==> src/rtl/aurora_link_supervisor.sv <==
// Bring-up / recovery sequencer for a shared-QPLL dual Aurora 64b66b link.
// Drives the joint PMA_INIT/RESET_PB pair, waits for both channels up, gates router port resets.
//
// Ports:
//   i_clk           init clock
//   i_sys_rst       synchronous active-high reset
//   i_dcm_locked    clocking locked; low forces IDLE
//   i_ch_up[1:0]    channel_up {SFP,SMA}
//   i_force_retrain single-cycle request to restart bring-up
//   o_pma_init      PMA_INIT to both cores
//   o_reset_pb      reset_pb to master core
//   o_link_ready    per-port link usable
//   o_pe_rst        per-port router reset (= ~o_link_ready)
//   o_fail          retries exhausted
//   o_retry_cnt     timeouts since last RUN
//   o_drop_cnt      RUN->retrain drops, saturating
//
// Build option: define AURORA_SUP_STATS_EN to expose o_retry_cnt / o_drop_cnt;
// otherwise both read 0 (retry limiting still works internally).
module aurora_link_supervisor #(
  parameter int CNT_W      = 24,
  parameter int PMA_CYC    = 1000,
  parameter int PB_CYC     = 100,
  parameter int DEBOUNCE   = 16,
  parameter int UP_TIMEOUT = 5000000,
  parameter int MAX_RETRY  = 7
) (
  input  logic       i_clk,
  input  logic       i_sys_rst,
  input  logic       i_dcm_locked,
  input  logic [1:0] i_ch_up,
  input  logic       i_force_retrain,
  output logic       o_pma_init,
  output logic       o_reset_pb,
  output logic [1:0] o_link_ready,
  output logic [1:0] o_pe_rst,
  output logic       o_fail,
  output logic [3:0] o_retry_cnt,
  output logic [7:0] o_drop_cnt
);

  typedef enum logic [2:0] {
    S_IDLE,
    S_PMA,
    S_PB,
    S_WAIT,
    S_RUN,
    S_FAIL
  } state_t;

  localparam int DEB_W = (DEBOUNCE < 2) ? 1 : $clog2(DEBOUNCE);

  localparam logic [CNT_W-1:0] PMA_LAST = CNT_W'(PMA_CYC - 1);
  localparam logic [CNT_W-1:0] PB_LAST  = CNT_W'(PB_CYC - 1);
  localparam logic [CNT_W-1:0] UP_LAST  = CNT_W'(UP_TIMEOUT - 1);
  localparam logic [DEB_W-1:0] DEB_LAST = DEB_W'(DEBOUNCE - 1);
  localparam logic [3:0]       MAX_R    = 4'(MAX_RETRY);

  state_t           r_state;
  logic [CNT_W-1:0] r_cnt;
  logic [DEB_W-1:0] r_deb;
  logic [3:0]       r_retry;
  logic             r_pma_init;
  logic             r_reset_pb;
  logic [1:0]       r_link_ready;
  logic [1:0]       r_pe_rst;
  logic             r_fail;

  state_t     w_nxt;
  logic [3:0] w_retry_nxt;
  logic       w_drop_evt;
  logic       w_ch_ok;
  logic       w_force_ok;

  assign w_ch_ok = (i_ch_up == 2'b11);

  // Retrain requests are only honoured once PMA has finished its hold.
  assign w_force_ok = i_force_retrain &&
                      (r_state == S_PB || r_state == S_WAIT ||
                       r_state == S_RUN || r_state == S_FAIL);

  always_comb begin
    w_nxt       = r_state;
    w_retry_nxt = r_retry;
    w_drop_evt  = 1'b0;
    if (!i_dcm_locked) begin
      w_nxt = S_IDLE;
    end else if (w_force_ok) begin
      w_nxt       = S_PMA;
      w_retry_nxt = 4'd0;
    end else begin
      unique case (r_state)
        S_IDLE: w_nxt = S_PMA;
        S_PMA: begin
          if (r_cnt == PMA_LAST) w_nxt = S_PB;
        end
        S_PB: begin
          if (r_cnt == PB_LAST) w_nxt = S_WAIT;
        end
        S_WAIT: begin
          // Up detection beats a timeout on the same edge.
          if (w_ch_ok && r_deb == DEB_LAST) begin
            w_nxt       = S_RUN;
            w_retry_nxt = 4'd0;
          end else if (r_cnt == UP_LAST) begin
            w_retry_nxt = (r_retry == 4'hF) ? r_retry : r_retry + 4'd1;
            w_nxt       = (r_retry < MAX_R) ? S_PMA : S_FAIL;
          end
        end
        S_RUN: begin
          if (!w_ch_ok && r_deb == DEB_LAST) begin
            w_nxt      = S_PMA;
            w_drop_evt = 1'b1;
          end
        end
        S_FAIL: w_nxt = S_FAIL;
        default: w_nxt = S_IDLE;
      endcase
    end
  end

  always_ff @(posedge i_clk) begin
    if (i_sys_rst) begin
      r_state      <= S_IDLE;
      r_cnt        <= '0;
      r_deb        <= '0;
      r_retry      <= 4'd0;
      r_pma_init   <= 1'b1;
      r_reset_pb   <= 1'b1;
      r_link_ready <= 2'b00;
      r_pe_rst     <= 2'b11;
      r_fail       <= 1'b0;
    end else begin
      r_state <= w_nxt;
      r_retry <= w_retry_nxt;
      if (w_nxt != r_state) begin
        r_cnt <= '0;
        r_deb <= '0;
      end else begin
        if (r_cnt != '1) r_cnt <= r_cnt + 1'b1;
        if (r_state == S_WAIT)
          r_deb <= w_ch_ok ? r_deb + 1'b1 : '0;
        else if (r_state == S_RUN)
          r_deb <= !w_ch_ok ? r_deb + 1'b1 : '0;
        else
          r_deb <= '0;
      end
      // Outputs decode the next state so they line up with the state register.
      r_pma_init   <= (w_nxt == S_IDLE) || (w_nxt == S_PMA) ||
                      (w_nxt == S_FAIL);
      r_reset_pb   <= (w_nxt != S_WAIT) && (w_nxt != S_RUN);
      r_link_ready <= {2{w_nxt == S_RUN}};
      r_pe_rst     <= {2{w_nxt != S_RUN}};
      r_fail       <= (w_nxt == S_FAIL);
    end
  end

  assign o_pma_init   = r_pma_init;
  assign o_reset_pb   = r_reset_pb;
  assign o_link_ready = r_link_ready;
  assign o_pe_rst     = r_pe_rst;
  assign o_fail       = r_fail;

`ifdef AURORA_SUP_STATS_EN
  logic [7:0] r_drop;

  always_ff @(posedge i_clk) begin
    if (i_sys_rst) begin
      r_drop <= 8'd0;
    end else if (w_drop_evt && r_drop != 8'hFF) begin
      r_drop <= r_drop + 8'd1;
    end
  end

  assign o_retry_cnt = r_retry;
  assign o_drop_cnt  = r_drop;
`else
  logic w_unused_drop;
  assign w_unused_drop = w_drop_evt;
  assign o_retry_cnt   = 4'd0;
  assign o_drop_cnt    = 8'd0;
`endif

endmodule

==> config.mk <==
export PLATFORM = sky130hd
export DESIGN_NAME = aurora_link_supervisor
export DESIGN_NICKNAME = d
export VERILOG_FILES = /design/src/rtl/aurora_link_supervisor.sv
export SDC_FILE = /design/constraint.sdc
export NUM_CORES = 1
export LEC_CHECK = 0
export BUFFER_PORTS_ARGS = -buffer_cell sky130_fd_sc_hd__buf_2
export CORE_ASPECT_RATIO = 1.75
export CORE_MARGIN = 1
export CORE_UTILIZATION = 57
export CTS_BUF_LIST = sky130_fd_sc_hd__clkbuf_8
export DETAILED_ROUTE_END_ITERATION = 10
export GPL_TIMING_DRIVEN = 0
export HOLD_SLACK_MARGIN = 0.1
export PLACE_DENSITY = 0.8
export SLEW_MARGIN = 40
export SYNTH_ARGS = -nofsm -noshare
export SYNTH_HDL_FRONTEND = slang
export SYNTH_SLANG_ARGS = --single-unit
==> constraint.sdc <==
create_clock -name i_clk -period 5.6 [get_ports i_clk]
set_input_delay 0.56 -clock i_clk [delete_from_list [all_inputs] [get_ports i_clk]]
set_output_delay 0.56 -clock i_clk [all_outputs]
set_load 0.01 [all_outputs]
# After elaboration in Yosys (flattened, before gate mapping)
# Cells that the tools add are included.
[totals] regBits=40 inputBits=6 out_inout_bits=19 wordCells=66
[classes] addsub=3 order_cmp=1 n_eq_ne=19 n_mux=18 n_reduce_logical=16
[op_table] operator="4-bit 2-to-1 mux" n=9
[op_table] operator="24-bit by 1-bit adder with 24-bit output (second input constant)" n=1
[op_table] operator="24-bit by 10-bit == test with 1-bit output (second input constant)" n=1
[op_table] operator="24-bit by 23-bit == test with 1-bit output (second input constant)" n=1
[op_table] operator="24-bit by 7-bit == test with 1-bit output (second input constant)" n=1
[op_table] operator="3-bit 2-to-1 mux" n=8
[op_table] operator="24-bit inequality test (second input constant)" n=1
[op_table] operator="3-bit case mux with 6 select lines" n=1
[op_table] operator="3-bit == test (second input constant)" n=4
[op_table] operator="4-bit by 1-bit adder with 4-bit output (second input constant)" n=2
[op_table] operator="4-bit == test (second input constant)" n=2
[op_table] operator="3-bit by 1-bit == test with 1-bit output (second input constant)" n=2
[op_table] operator="3-bit by 2-bit == test with 1-bit output (second input constant)" n=2
[op_table] operator="3-bit zero test" n=2
[op_table] operator="3-bit inequality test (second input constant)" n=2
[op_table] operator="1-bit logical OR" n=5
[op_table] operator="1-bit logical AND" n=4
[op_table] operator="4-bit by 3-bit less-than comparator with 1-bit output (second input constant)" n=1
[op_table] operator="4-bit AND reduction" n=1
[op_table] operator="3-bit by 2-bit inequality test with 1-bit output (second input constant)" n=1
[op_table] operator="3-bit inequality test" n=1
[op_table] operator="3-bit nonzero test" n=1
[op_table] operator="2-bit == test (second input constant)" n=1
[op_table] operator="2-bit nonzero test" n=1
[op_table] operator="other kinds (2)" n=2

# Logic depth before layout (Yosys ltp)
[depth] depth_word=10 depth_mapped=8 depth_no_buf=7

# Worst setup path before layout
# OpenSTA, ideal clock, no wires.
[synth_timing] path_type="reg-to-reg" start="register r_cnt[10]" end="register r_cnt[0]" setup_time_ns=0.125 t_arrival_ns=2.392 t_required_ns=5.475 slack_ns=3.083 path_stages_with_launch=8 n_path_buf=1 cell_sequence="dfxtp_1 or4_4 or3_4 or4_4 a21boi_1 o21ai_4 buf_6 nor3_2"
[synth_via] elab_chain_len=8 word_cells_on_any_way=13 cone_classes="5 x eq/ne; 7 x mux; 1 x reduce/logical"
[synth_rtl] item="from (decl)" line_no="60" rtl="logic [CNT_W-1:0] r_cnt;"
[synth_rtl] item="from (signal assigned)" line_no="140" rtl="if (r_cnt != '1) r_cnt <= r_cnt + 1'b1;"
[synth_rtl] item="24-bit by 23-bit == test with 1-bit output" line_no="105" rtl="end else if (r_cnt == UP_LAST) begin"
[synth_rtl] item="3-bit 2-to-1 mux" line_no="105"
[synth_rtl] item="3-bit 2-to-1 mux" line_no="102" rtl="if (w_ch_ok && r_deb == DEB_LAST) begin"
[synth_rtl] item="3-bit case mux with 6 select lines" line_no="92" rtl="unique case (r_state)"
[synth_rtl] item="3-bit 2-to-1 mux" line_no="88" rtl="end else if (w_force_ok) begin"
[synth_rtl] item="3-bit 2-to-1 mux" line_no="86" rtl="if (!i_dcm_locked) begin"
[synth_rtl] item="3-bit inequality test" line_no="136" rtl="if (w_nxt != r_state) begin"
[synth_rtl] item="2-bit OR reduction (no source line)"
# Several ways; a longest one is shown, not always the timed one.
# A chain may end at the register's enable or synchronous reset.

# Final worst setup path
[layout_timing] start="register r_cnt[10]" end="register r_cnt[8]"
# Same word-level chain as after synthesis.

==> flow_summary.json <==
{
  "status": "finished, final reports clean",
  "grt_max_degree": 14,
  "num_rows": 30,
  "cap_violations": 0,
  "critPathArrivalTime_ns": 2.97,
  "portBuffers": 11,
  "die_x_um": 50.8,
  "synth_edf_count": 0,
  "start_util_pct": 60.2,
  "die_area_um2": 4430,
  "vias": 2018,
  "clock.fmax_ghz": 0.357,
  "clk-insertion-delay-late_ns": 0.29,
  "boundaryPins": 25,
  "p_switching_mw": 0.130,
  "core_area_um2": 3940,
  "internal_power_mw": 0.433,
  "clkPwrFrac_pct": 41.3,
  "crit_type": "flop to flop",
  "synthSimpleGateAreaFrac_pct": 35.7,
  "grt_overflow_total": 0,
  "rsz0062_at_grt": "no",
  "drive_gt1_share_pct": 23.4,
  "final_util_pct": 67.1,
  "areaGrowthSynthToFinish_pct": 11.6,
  "setup_violations": 0,
  "final_common_cell": "dfxtp_1",
  "ys_seq_area_share_pct": 33.8,
  "syn-cell-area_um2": 2370,
  "cp_data_required_time_ns": 5.77,
  "hold_viol_final": 0,
  "synth_compound_area_share_pct": 10.4,
  "muxShareOfSynthArea_pct": 0.422,
  "fin_area_um2": 2650,
  "dpl-instance-area_um2": 2530,
  "synthArstFlopShare_pct": 0,
  "synth_top_family_by_area": "simple AND/OR/NAND/NOR gates",
  "p_seq_share_pct": 51.0,
  "cts_tree": "done",
  "drt_iter0_markers": 65,
  "first_pass_iters": 4,
  "hold_buffers": 0,
  "n_fill_cell": 342,
  "die_h_um": 87.3,
  "min_path_type": "flop to flop",
  "n_antenna_cell": 0,
  "period_share_pct": 50.0,
  "p_leak_nw": 0.961,
  "gr-usage-all-layers_pct": 25.0,
  "antenna_found_initial": 0,
  "ys_types": 54,
  "path_clk_slew_ns": 0.08,
  "place_worst_setup_slack_ns": 2.66,
  "synth_seq_cells": 40,
  "cp_max_fo": 10,
  "p_total_mw": 0.564,
  "ant_nets": 0,
  "layout_common_cells": "40 x dfxtp_1, 20 x nor3_2, 16 x nand2_1, 16 x xnor2_1",
  "synthXorXnorAreaFrac_pct": 9.60,
  "cts_inserted_buffers": 5,
  "viasPerCell": 5.82,
  "post-synth-top-area-cell": "dfxtp_1",
  "slew_violations": 0,
  "clkSinkCount": 40,
  "grt_pass1_wl_um": 8460,
  "final_nets": 308,
  "ir_worst_vdd_v": 0.000227,
  "fin_ws_ns": 2.80,
  "start_kind": "flop",
  "clockBufferDepth": 2,
  "grt_pass1_vias": 1987,
  "hpwl_um": 3800,
  "synth_adder_area_share_pct": 2.11,
  "drc": 0,
  "netlist_instances": 269,
  "switching_share_pct": 23.1,
  "relSlewSlack_pct": 53.9,
  "post-route-min-period_ns": 2.80,
  "root_buffer": "clkbuf_8",
  "gp_congestion": 0.911,
  "yosysTopAreaCellShare_pct": 33.8,
  "finClkSkew_ns": 0.00717,
  "netlist_top_cells_area": "dfxtp_1 34%, nor3_2 8.4%, xnor2_1 5.9%",
  "cts_setup_buffers": 0,
  "avgRoutedWirePerCell_um": 14.3,
  "avgSynthCellArea_um2": 8.81,
  "setup_tns_ns": 0,
  "routed_wl_um": 4970,
  "end_kind": "flop",
  "post_cts_resized": 0,
  "worstMarginPinSlew_ns": 0.685,
  "htreeDepth": 2,
  "combPwrFrac_pct": 7.7,
  "yosysWarnings": 0,
  "power.density_nw_per_um2": 213,
  "synth_flop_cell": "dfxtp_1"
}
==> kinds of logic (layout without fill, tap and decap cells) <==
logic type / after synthesis / count (layout)
AO/OA/AOI/OAI: 32 / 32
XOR/XNOR: 26 / 26
adder cells (fa/ha/maj): 4 / 4
buffers and inverters: 31 / 50
flip-flops: 40 / 40
multiplexers: 1 / 1
other: 1 / 12
AND/OR/NAND/NOR: 134 / 134
==> area by class of cell <==
class | instances | area (um2) | share of cell area, %
clock inverter | 3 | 42.5 | 1.61
buffer | 24 | 160 | 6.05
timing repair buffer | 11 | 55.1 | 2.08
clock buffer | 5 | 68.8 | 2.60
inverter | 7 | 26.3 | 0.993
multi-input combinational | 209 | 1430 | 54.1
tap | 48 | 60.1 | 2.27
sequential | 40 | 801 | 30.3
==> synthesized netlist by cell type (2+ instances only) <==
| library cell | instances |
|---|---|
| clkbuf_1 | 5 |
| dfxtp_1 | 40 |
| nand2_1 | 16 |
| nor4_1 | 4 |
| and4_1 | 2 |
| nor2b_1 | 2 |
| xnor2_1 | 16 |
| nand2b_1 | 5 |
| nor3b_1 | 3 |
| inv_1 | 6 |
| buf_2 | 2 |
| ha_1 | 4 |
| a21oi_1 | 6 |
| nor3_2 | 20 |
| nand4b_1 | 2 |
| nand4_1 | 10 |
| or4_1 | 2 |
| o21ai_0 | 7 |
| nand3_1 | 14 |
| or3b_2 | 3 |
| buf_6 | 2 |
| nor2_1 | 14 |
| a2111oi_0 | 2 |
| or4_4 | 2 |
| or3_1 | 4 |
| buf_4 | 14 |
| and2_1 | 5 |
| xor2_1 | 10 |
| o31ai_1 | 2 |
| and3_1 | 10 |
| nor3_1 | 12 |
==> flip-flops by register name, indices dropped and copies added (netlist names) <==
| name | cells |
|---|---|
| o_reset_pb | 1 |
| r_cnt | 24 |
| r_retry | 4 |
| r_deb | 4 |
| o_link_ready | 1 |
| o_pe_rst | 1 |
| r_state | 3 |
| o_fail | 1 |
| o_pma_init | 1 |
==> metal layers <==
layer  GRT usage [%]  part of all wire (%)
met3            4.36                   3.2
met4            17.9                   4.1
met5               0                     0
met2            47.3                    55
met1            22.9                    38
==> power by group through the flow <==
stage	Sequential (mW)	Combinational, mW	Clock (mW)
5_1_grt	0.288	0.0468	0.249
6_report	0.288	0.0434	0.233
3_5_place_dp	0.294	0.0428	0
2_1_floorplan	0.294	0.0345	0
4_1_cts	0.288	0.0430	0.237
3_3_place_gp	0.294	0.0419	0
==> worst max-delay path, cell delays in order (launching register included) <==
cell     delay [ns]
dfxtp_1        0.37
or4_4          0.58
nor4_1         0.31
and4_1         0.32
o21ai_1        0.10
o31ai_2        0.50
buf_2          0.40
nor3_2         0.09
==> metrics by stage <==
step | hold slack [ns] | cells
3_5_place_dp | 0.468 | 339
2_1_floorplan | 0.428 | 280
5_1_grt | 0.500 | 347
4_1_cts | 0.479 | 347
6_report | 0.477 | 347
3_3_place_gp | 0.443 | 339
==> path summary, 6_finish.rpt <==
check	startpoint	endpoint	slack (ns)	cells past startpoint
worst max-delay path	r_cnt[10]$_SDFFE_PP0P_	r_cnt[8]$_SDFFE_PP0P_	2.80	7
worst min-delay path	r_deb[0]$_SDFF_PP0_	r_deb[0]$_SDFF_PP0_	0.48	1
worst max register to register	r_cnt[10]$_SDFFE_PP0P_	r_cnt[8]$_SDFFE_PP0P_	2.80	7
worst min register to register	r_deb[0]$_SDFF_PP0_	r_deb[0]$_SDFF_PP0_	0.48	1
(Power assumes the default switching activity.)
